## src/rtl/mips_pkg.sv

```systemverilog
// mips_pkg: constants and the IF/ID register layout shared by the pipeline stages
package mips_pkg;
  localparam int INSTR_W = 32;
  localparam logic [31:0] RESET_PC_DEFAULT = 32'h0000_0000;
  localparam logic [INSTR_W-1:0] NOP_INSTR = 32'h0000_0000;
  typedef struct packed {
    logic [INSTR_W-1:0] instr;
    logic [31:0] pc4;
    logic valid;
  } ifid_t;
endpackage

```

## src/rtl/fetch_stage_if.sv

```systemverilog
// fetch_stage_if: hazard/redirect controls, instruction memory and IF/ID outputs of the fetch stage
interface fetch_stage_if #(parameter int CNT_W = 16);
  import mips_pkg::*;
  logic PCwrite;
  logic IFIDwrite;
  logic redirect;
  logic [31:0] redirect_target;
  logic [31:0] imem_addr;
  logic [INSTR_W-1:0] imem_rdata;
  logic [INSTR_W-1:0] ifid_instr;
  logic [31:0] ifid_pc4;
  logic ifid_valid;
  logic misalign_err;
  logic [CNT_W-1:0] stall_cnt;
  logic [CNT_W-1:0] flush_cnt;
  modport master(
    output PCwrite, IFIDwrite, redirect, redirect_target, imem_rdata,
    input imem_addr, ifid_instr, ifid_pc4, ifid_valid, misalign_err, stall_cnt, flush_cnt
  );
  modport slave(
    input PCwrite, IFIDwrite, redirect, redirect_target, imem_rdata,
    output imem_addr, ifid_instr, ifid_pc4, ifid_valid, misalign_err, stall_cnt, flush_cnt
  );
endinterface

```

## src/rtl/fetch_stage_sat_counter.sv

```systemverilog
// sat_counter: event counter that sticks at its maximum value
module sat_counter #(parameter int W = 16) (
  input  logic         clk,
  input  logic         rst,
  input  logic         inc,
  output logic [W-1:0] count
);
  always_ff @(posedge clk)
    if (rst) count <= '0;
    else if (inc && !(&count)) count <= count + 1'b1;
endmodule

```

## src/rtl/fetch_stage.sv

```systemverilog
// fetch_stage: PC register and IF/ID pipeline register of the 5-stage MIPS pipeline
module fetch_stage #(
  parameter logic [31:0] RESET_PC  = mips_pkg::RESET_PC_DEFAULT,
  parameter logic [31:0] NOP_INSTR = mips_pkg::NOP_INSTR,
  parameter int          CNT_W     = 16
) (
  input logic         clk,
  input logic         rst,
  fetch_stage_if.slave bus
);
  import mips_pkg::ifid_t;
  logic [31:0] r_pc;
  logic [31:0] w_pc4;
  ifid_t       r_ifid;
  logic        r_misalign;
  assign w_pc4 = r_pc + 32'd4;
  // redirect beats both stall controls: the ID instruction is younger than the branch
  always_ff @(posedge clk)
    if (rst) begin
      r_pc       <= RESET_PC;
      r_ifid     <= '{instr: NOP_INSTR, pc4: 32'h0, valid: 1'b0};
      r_misalign <= 1'b0;
    end else begin
      r_pc <= bus.redirect ? {bus.redirect_target[31:2], 2'b00} : bus.PCwrite ? w_pc4 : r_pc;
      if (bus.redirect) r_ifid <= '{instr: NOP_INSTR, pc4: 32'h0, valid: 1'b0};
      else if (bus.IFIDwrite) r_ifid <= '{instr: bus.imem_rdata, pc4: w_pc4, valid: 1'b1};
      if (bus.redirect && |bus.redirect_target[1:0]) r_misalign <= 1'b1;
    end
  assign bus.imem_addr    = r_pc;
  assign bus.ifid_instr   = r_ifid.instr;
  assign bus.ifid_pc4     = r_ifid.pc4;
  assign bus.ifid_valid   = r_ifid.valid;
  assign bus.misalign_err = r_misalign;
  sat_counter #(.W(CNT_W)) u_stall (
    .clk(clk), .rst(rst), .inc(!bus.PCwrite && !bus.redirect), .count(bus.stall_cnt)
  );
  sat_counter #(.W(CNT_W)) u_flush (
    .clk(clk), .rst(rst), .inc(bus.redirect), .count(bus.flush_cnt)
  );
endmodule

```

## src/flat_wrapper.sv

```systemverilog
// flat-port wrapper written by rule: the top's interface ports become plain ports
module fetch_stage_flat import mips_pkg::ifid_t;
#(
  parameter logic [31:0] RESET_PC  = mips_pkg::RESET_PC_DEFAULT,
  parameter logic [31:0] NOP_INSTR = mips_pkg::NOP_INSTR,
  parameter int          CNT_W     = 16
)
  (clk, rst, bus_PCwrite, bus_IFIDwrite, bus_redirect, bus_redirect_target, bus_imem_rdata, bus_imem_addr, bus_ifid_instr, bus_ifid_pc4, bus_ifid_valid, bus_misalign_err, bus_stall_cnt, bus_flush_cnt);
  fetch_stage_if #(.CNT_W(CNT_W)) bus_i ();
  input logic clk;
  input logic rst;
  input wire logic [$bits(bus_i.PCwrite)-1:0] bus_PCwrite;
  input wire logic [$bits(bus_i.IFIDwrite)-1:0] bus_IFIDwrite;
  input wire logic [$bits(bus_i.redirect)-1:0] bus_redirect;
  input wire logic [$bits(bus_i.redirect_target)-1:0] bus_redirect_target;
  input wire logic [$bits(bus_i.imem_rdata)-1:0] bus_imem_rdata;
  output wire logic [$bits(bus_i.imem_addr)-1:0] bus_imem_addr;
  output wire logic [$bits(bus_i.ifid_instr)-1:0] bus_ifid_instr;
  output wire logic [$bits(bus_i.ifid_pc4)-1:0] bus_ifid_pc4;
  output wire logic [$bits(bus_i.ifid_valid)-1:0] bus_ifid_valid;
  output wire logic [$bits(bus_i.misalign_err)-1:0] bus_misalign_err;
  output wire logic [$bits(bus_i.stall_cnt)-1:0] bus_stall_cnt;
  output wire logic [$bits(bus_i.flush_cnt)-1:0] bus_flush_cnt;
  assign bus_i.PCwrite = bus_PCwrite;
  assign bus_i.IFIDwrite = bus_IFIDwrite;
  assign bus_i.redirect = bus_redirect;
  assign bus_i.redirect_target = bus_redirect_target;
  assign bus_i.imem_rdata = bus_imem_rdata;
  assign bus_imem_addr = bus_i.imem_addr;
  assign bus_ifid_instr = bus_i.ifid_instr;
  assign bus_ifid_pc4 = bus_i.ifid_pc4;
  assign bus_ifid_valid = bus_i.ifid_valid;
  assign bus_misalign_err = bus_i.misalign_err;
  assign bus_stall_cnt = bus_i.stall_cnt;
  assign bus_flush_cnt = bus_i.flush_cnt;
  fetch_stage #(.RESET_PC(RESET_PC), .NOP_INSTR(NOP_INSTR), .CNT_W(CNT_W)) u_core (.clk(clk), .rst(rst), .bus(bus_i));
endmodule
```

## config.mk

```make
export PLATFORM = sky130hd
export DESIGN_NAME = fetch_stage_flat
export DESIGN_NICKNAME = d
export VERILOG_FILES = /design/src/rtl/mips_pkg.sv /design/src/rtl/fetch_stage_if.sv /design/src/rtl/fetch_stage_sat_counter.sv /design/src/rtl/fetch_stage.sv /design/src/flat_wrapper.sv
export SDC_FILE = /design/constraint.sdc
export NUM_CORES = 1
export LEC_CHECK = 0
export BUFFER_PORTS_ARGS = -buffer_cell sky130_fd_sc_hd__buf_2
export CAP_MARGIN = 20
export CORE_ASPECT_RATIO = 0.6
export CORE_UTILIZATION = 47
export CTS_BUF_LIST = sky130_fd_sc_hd__clkbuf_4 sky130_fd_sc_hd__clkbuf_8
export CTS_CLUSTER_DIAMETER = 30
export DETAILED_ROUTE_END_ITERATION = 8
export PLACE_DENSITY = 0.85
export SYNTH_ARGS = -nofsm -noshare
export SYNTH_HDL_FRONTEND = slang
export SYNTH_SLANG_ARGS = --single-unit
```

## constraint.sdc

```tcl
create_clock -name clk -period 2 [get_ports clk]
set_input_delay 0.1 -clock clk [delete_from_list [all_inputs] [get_ports clk]]
set_output_delay 0.1 -clock clk [all_outputs]
set_load 0.02 [all_outputs]
```

==> out/metrics.cfg <==
[die]
die_y_um=89.8
initial_core_util_pct=49.2
die-area_sq_um=13300
die_x_um=148
rows=31
ios=199
core_sq_um=12300

[synthesis]
syn_area_sq_um=6040
yosysTopAreaCell=dfxtp_1
yosys-top-cells-area=dfxtp_1 (42%), mux2i_1 (6.5%), xnor2_1 (6.2%)
synth_edf_count=0
synth_top_cell_area_share_pct=41.7
synth_compound_area_share_pct=11.6
async_flop_share_pct=0
synth_xor_area_share_pct=11.6
synthCells=694
muxShareOfSynthArea_pct=6.46
synth_top_family_by_area=simple AND/OR/NAND/NOR gates
ys_seq_area_share_pct=41.7
synth-seq-cells=126
ys_warn_count=0
synth_fa_ha_area_share_pct=0.621
synthSimpleGateAreaFrac_pct=22.1
syn_area_per_cell_sq_um=8.71
synth_flop_cell=dfxtp_1
yosysMostFrequentCell=dfxtp_1
ys_types=52
ys_top_cells_by_count=dfxtp_1 (126), nor2_1 (100), a21oi_1 (49)

[critical_path]
cpPeakStageDelay_ns=0.39
crit_arrival_ns=2.20
critPathBufInv=1
critPathSlowestCell=and4_1
startpoint_type=flip-flop
cp_top_family=simple AND/OR/NAND/NOR gates
cp_max_fo=8
worstSetupEndpointType=flip-flop
path_cells=and4_1 -> buf_4 -> nand4_4 -> nor4_1 -> xnor2_1 -> a21oi_1
required_ns=2.32
worstSetupPathType=reg2reg

[clock_network]
cts_resized=0
post-cts-setup-buffer-count=0
ctsHoldBuffers=58
cts_tree=built
clock-root-buffer=clkbuf_8
clockBufferDepth=2
cts_made_buffers=17
clkSinkCount=126
cts-htree-levels=4
clk_latency_ns=0.44
cts.clk_slew.worst_paths_ns=0.09

[finish]
nets=1019
drive_gt1_share_pct=29.3
ff_latch_area_sq_um=2520
syn2layout_area_growth_pct=36.3
fillers=1010
multi_input_area_sq_um=3180
num_antenna_cells=0
final_util_pct=67.0

[flow_run]
drv_cap=0

[power_and_ir_drop]
ir_worst_vdd_mv=0.476
power.leakage_nw=3.72
power.density_nw_per_um2=718

[global_route]
grt_pass1_vias=5520
grt_pass1_wl_um=27800
antenna_found_initial=0
grt_overflow=0
grt_max_degree=64
grt_util_all_layers_pct=26.5

[drt]
first_iter_violations=319
drtPass1Iterations=5
vias=5842
wl_per_cell_um=15.3
ant_nets=0
drc=0
vias_per_cell=5.19
drt-total-wl_um=17200

[place]
dp.final_hpwl_um=12100
gp_congestion=0.915
io_buffers=194

[timing]
fin_crit_ns=1.88
setup_tns_ns=0
clock_skew_ns=0.0118
hold_violations=0
rsz0062_at_grt=false
period_share_pct=94.0
max_freq_mhz=532
slew_violations=0
setup_viol=0
relSlewSlack_pct=56.3
tightestPinTransition_ns=0.655

[outcome]
run_status=complete, no violations

[worst_hold_path]
hold_path_class=in2reg

[state kept, by name, summed over array words and instances (netlist names)]
name and flops:
u_core.bus.ifid_instr 32, u_core.bus.ifid_pc4 30, u_core.bus.imem_addr 30, u_core.u_flush.count 16, u_core.u_stall.count 16, u_core.bus.ifid_valid 1, u_core.bus.misalign_err 1
[cell families (layout without fill, tap and decap cells)]
kind of cell               count (synthesis)  in the layout
AOI/OAI and AO/OA                        120            120
DFF                                      126            126
other                                      1              4
and+or+nand+nor                          249            249
buffers and inverters                     76            339
adders and majority gates                  3              3
xor gates and xnor gates                  80             80
muxes                                     39             39
[worst paths after layout]
kind                                         from                               endpoint  slack [ns]  cells after the start
max          u_core.bus.imem_addr[8]$_SDFFE_PP0N_   u_core.bus.ifid_pc4[25]$_SDFFE_PP0P_        0.12                      6
min                       bus_redirect_target[14]  u_core.bus.imem_addr[14]$_SDFFE_PP0N_        0.02                      4
min reg2reg  u_core.bus.misalign_err$_SDFFE_PP0P_   u_core.bus.misalign_err$_SDFFE_PP0P_        0.45                      2
max reg2reg  u_core.bus.imem_addr[8]$_SDFFE_PP0N_   u_core.bus.ifid_pc4[25]$_SDFFE_PP0P_        0.12                      6
[worst register-to-register path: cells and delay by family, from the launching register on]
family / cells / cell delay, ns
xor+xnor: 1 / 0.17
simple gates: 3 / 0.96
compound gates: 1 / 0.08
buf+inv: 1 / 0.19
flops: 1 / 0.36
[per-layer routing]
| layer | routed length [um] | part of all wire [%] | track usage [%] | vias up |
|---|---|---|---|---|
| li1 | - | - | - | 2883 |
| met1 | 8010 | 46 | 36.4 | 2713 |
| met2 | 7610 | 44 | 40.7 | 228 |
| met3 | 1420 | 8.2 | 7.06 | 18 |
| met4 | 200 | 1.2 | 7.30 | 0 |
| met5 | 0 | 0 | 0 | - |
[through the flow]
| step | total power [mW] | hold slack, ns | setup WS, ns | instances | area (sq um) |
|---|---|---|---|---|---|
| finish | 5.92 | 0.0197 | 0.120 | 1125 | 8240 |
| global route | 6.16 | 0.0201 | 0.0129 | 1125 | 8240 |
| CTS | 5.95 | 0.00531 | 0.137 | 1124 | 8230 |
| detailed placement | 3.45 | 0.341 | 0.162 | 1034 | 7220 |
| global placement | 3.43 | 0.332 | 0.255 | 1034 | 7220 |
| floorplan | 3.18 | 0.243 | 0.0112 | 697 | 6060 |
[final cells by class]
cell class	count	share of cell area, %
timing repair buffer	285	22.0
sequential	126	30.6
inverter	22	1.00
tap	165	2.51
clock inverter	15	2.40
multi-input combinational	495	38.6
clock buffer	17	2.84
[placed cells by master, fill, tap and decap left out, drive strengths merged, types with 2 or more instances in the layout]
cell type	count
a211oi	7
a21o	2
a21oi	49
a41oi	2
and2	3
and3	8
and4	12
buf	227
bufinv	3
clkbuf	17
clkinv	2
clkinvlp	2
conb	4
dfxtp	126
dlygate4sd3	58
ha	3
inv	30
mux2i	39
nand2	31
nand3	23
nand4	17
nor2	100
nor2b	4
nor3	27
nor3b	2
nor4	7
o2111ai	3
o211ai	3
o21a	16
o21ai	34
or2	2
or3	5
or4	3
xnor2	43
xor2	37
[power breakdown]
group          total (mW)  internal [mW]  switching, mW
Combinational       0.799          0.359          0.440
Sequential           2.69           2.60         0.0892
Clock                2.43           1.28           1.15
Total                5.92           4.24           1.68
Note: power is estimated with default switching activity, not from simulation.
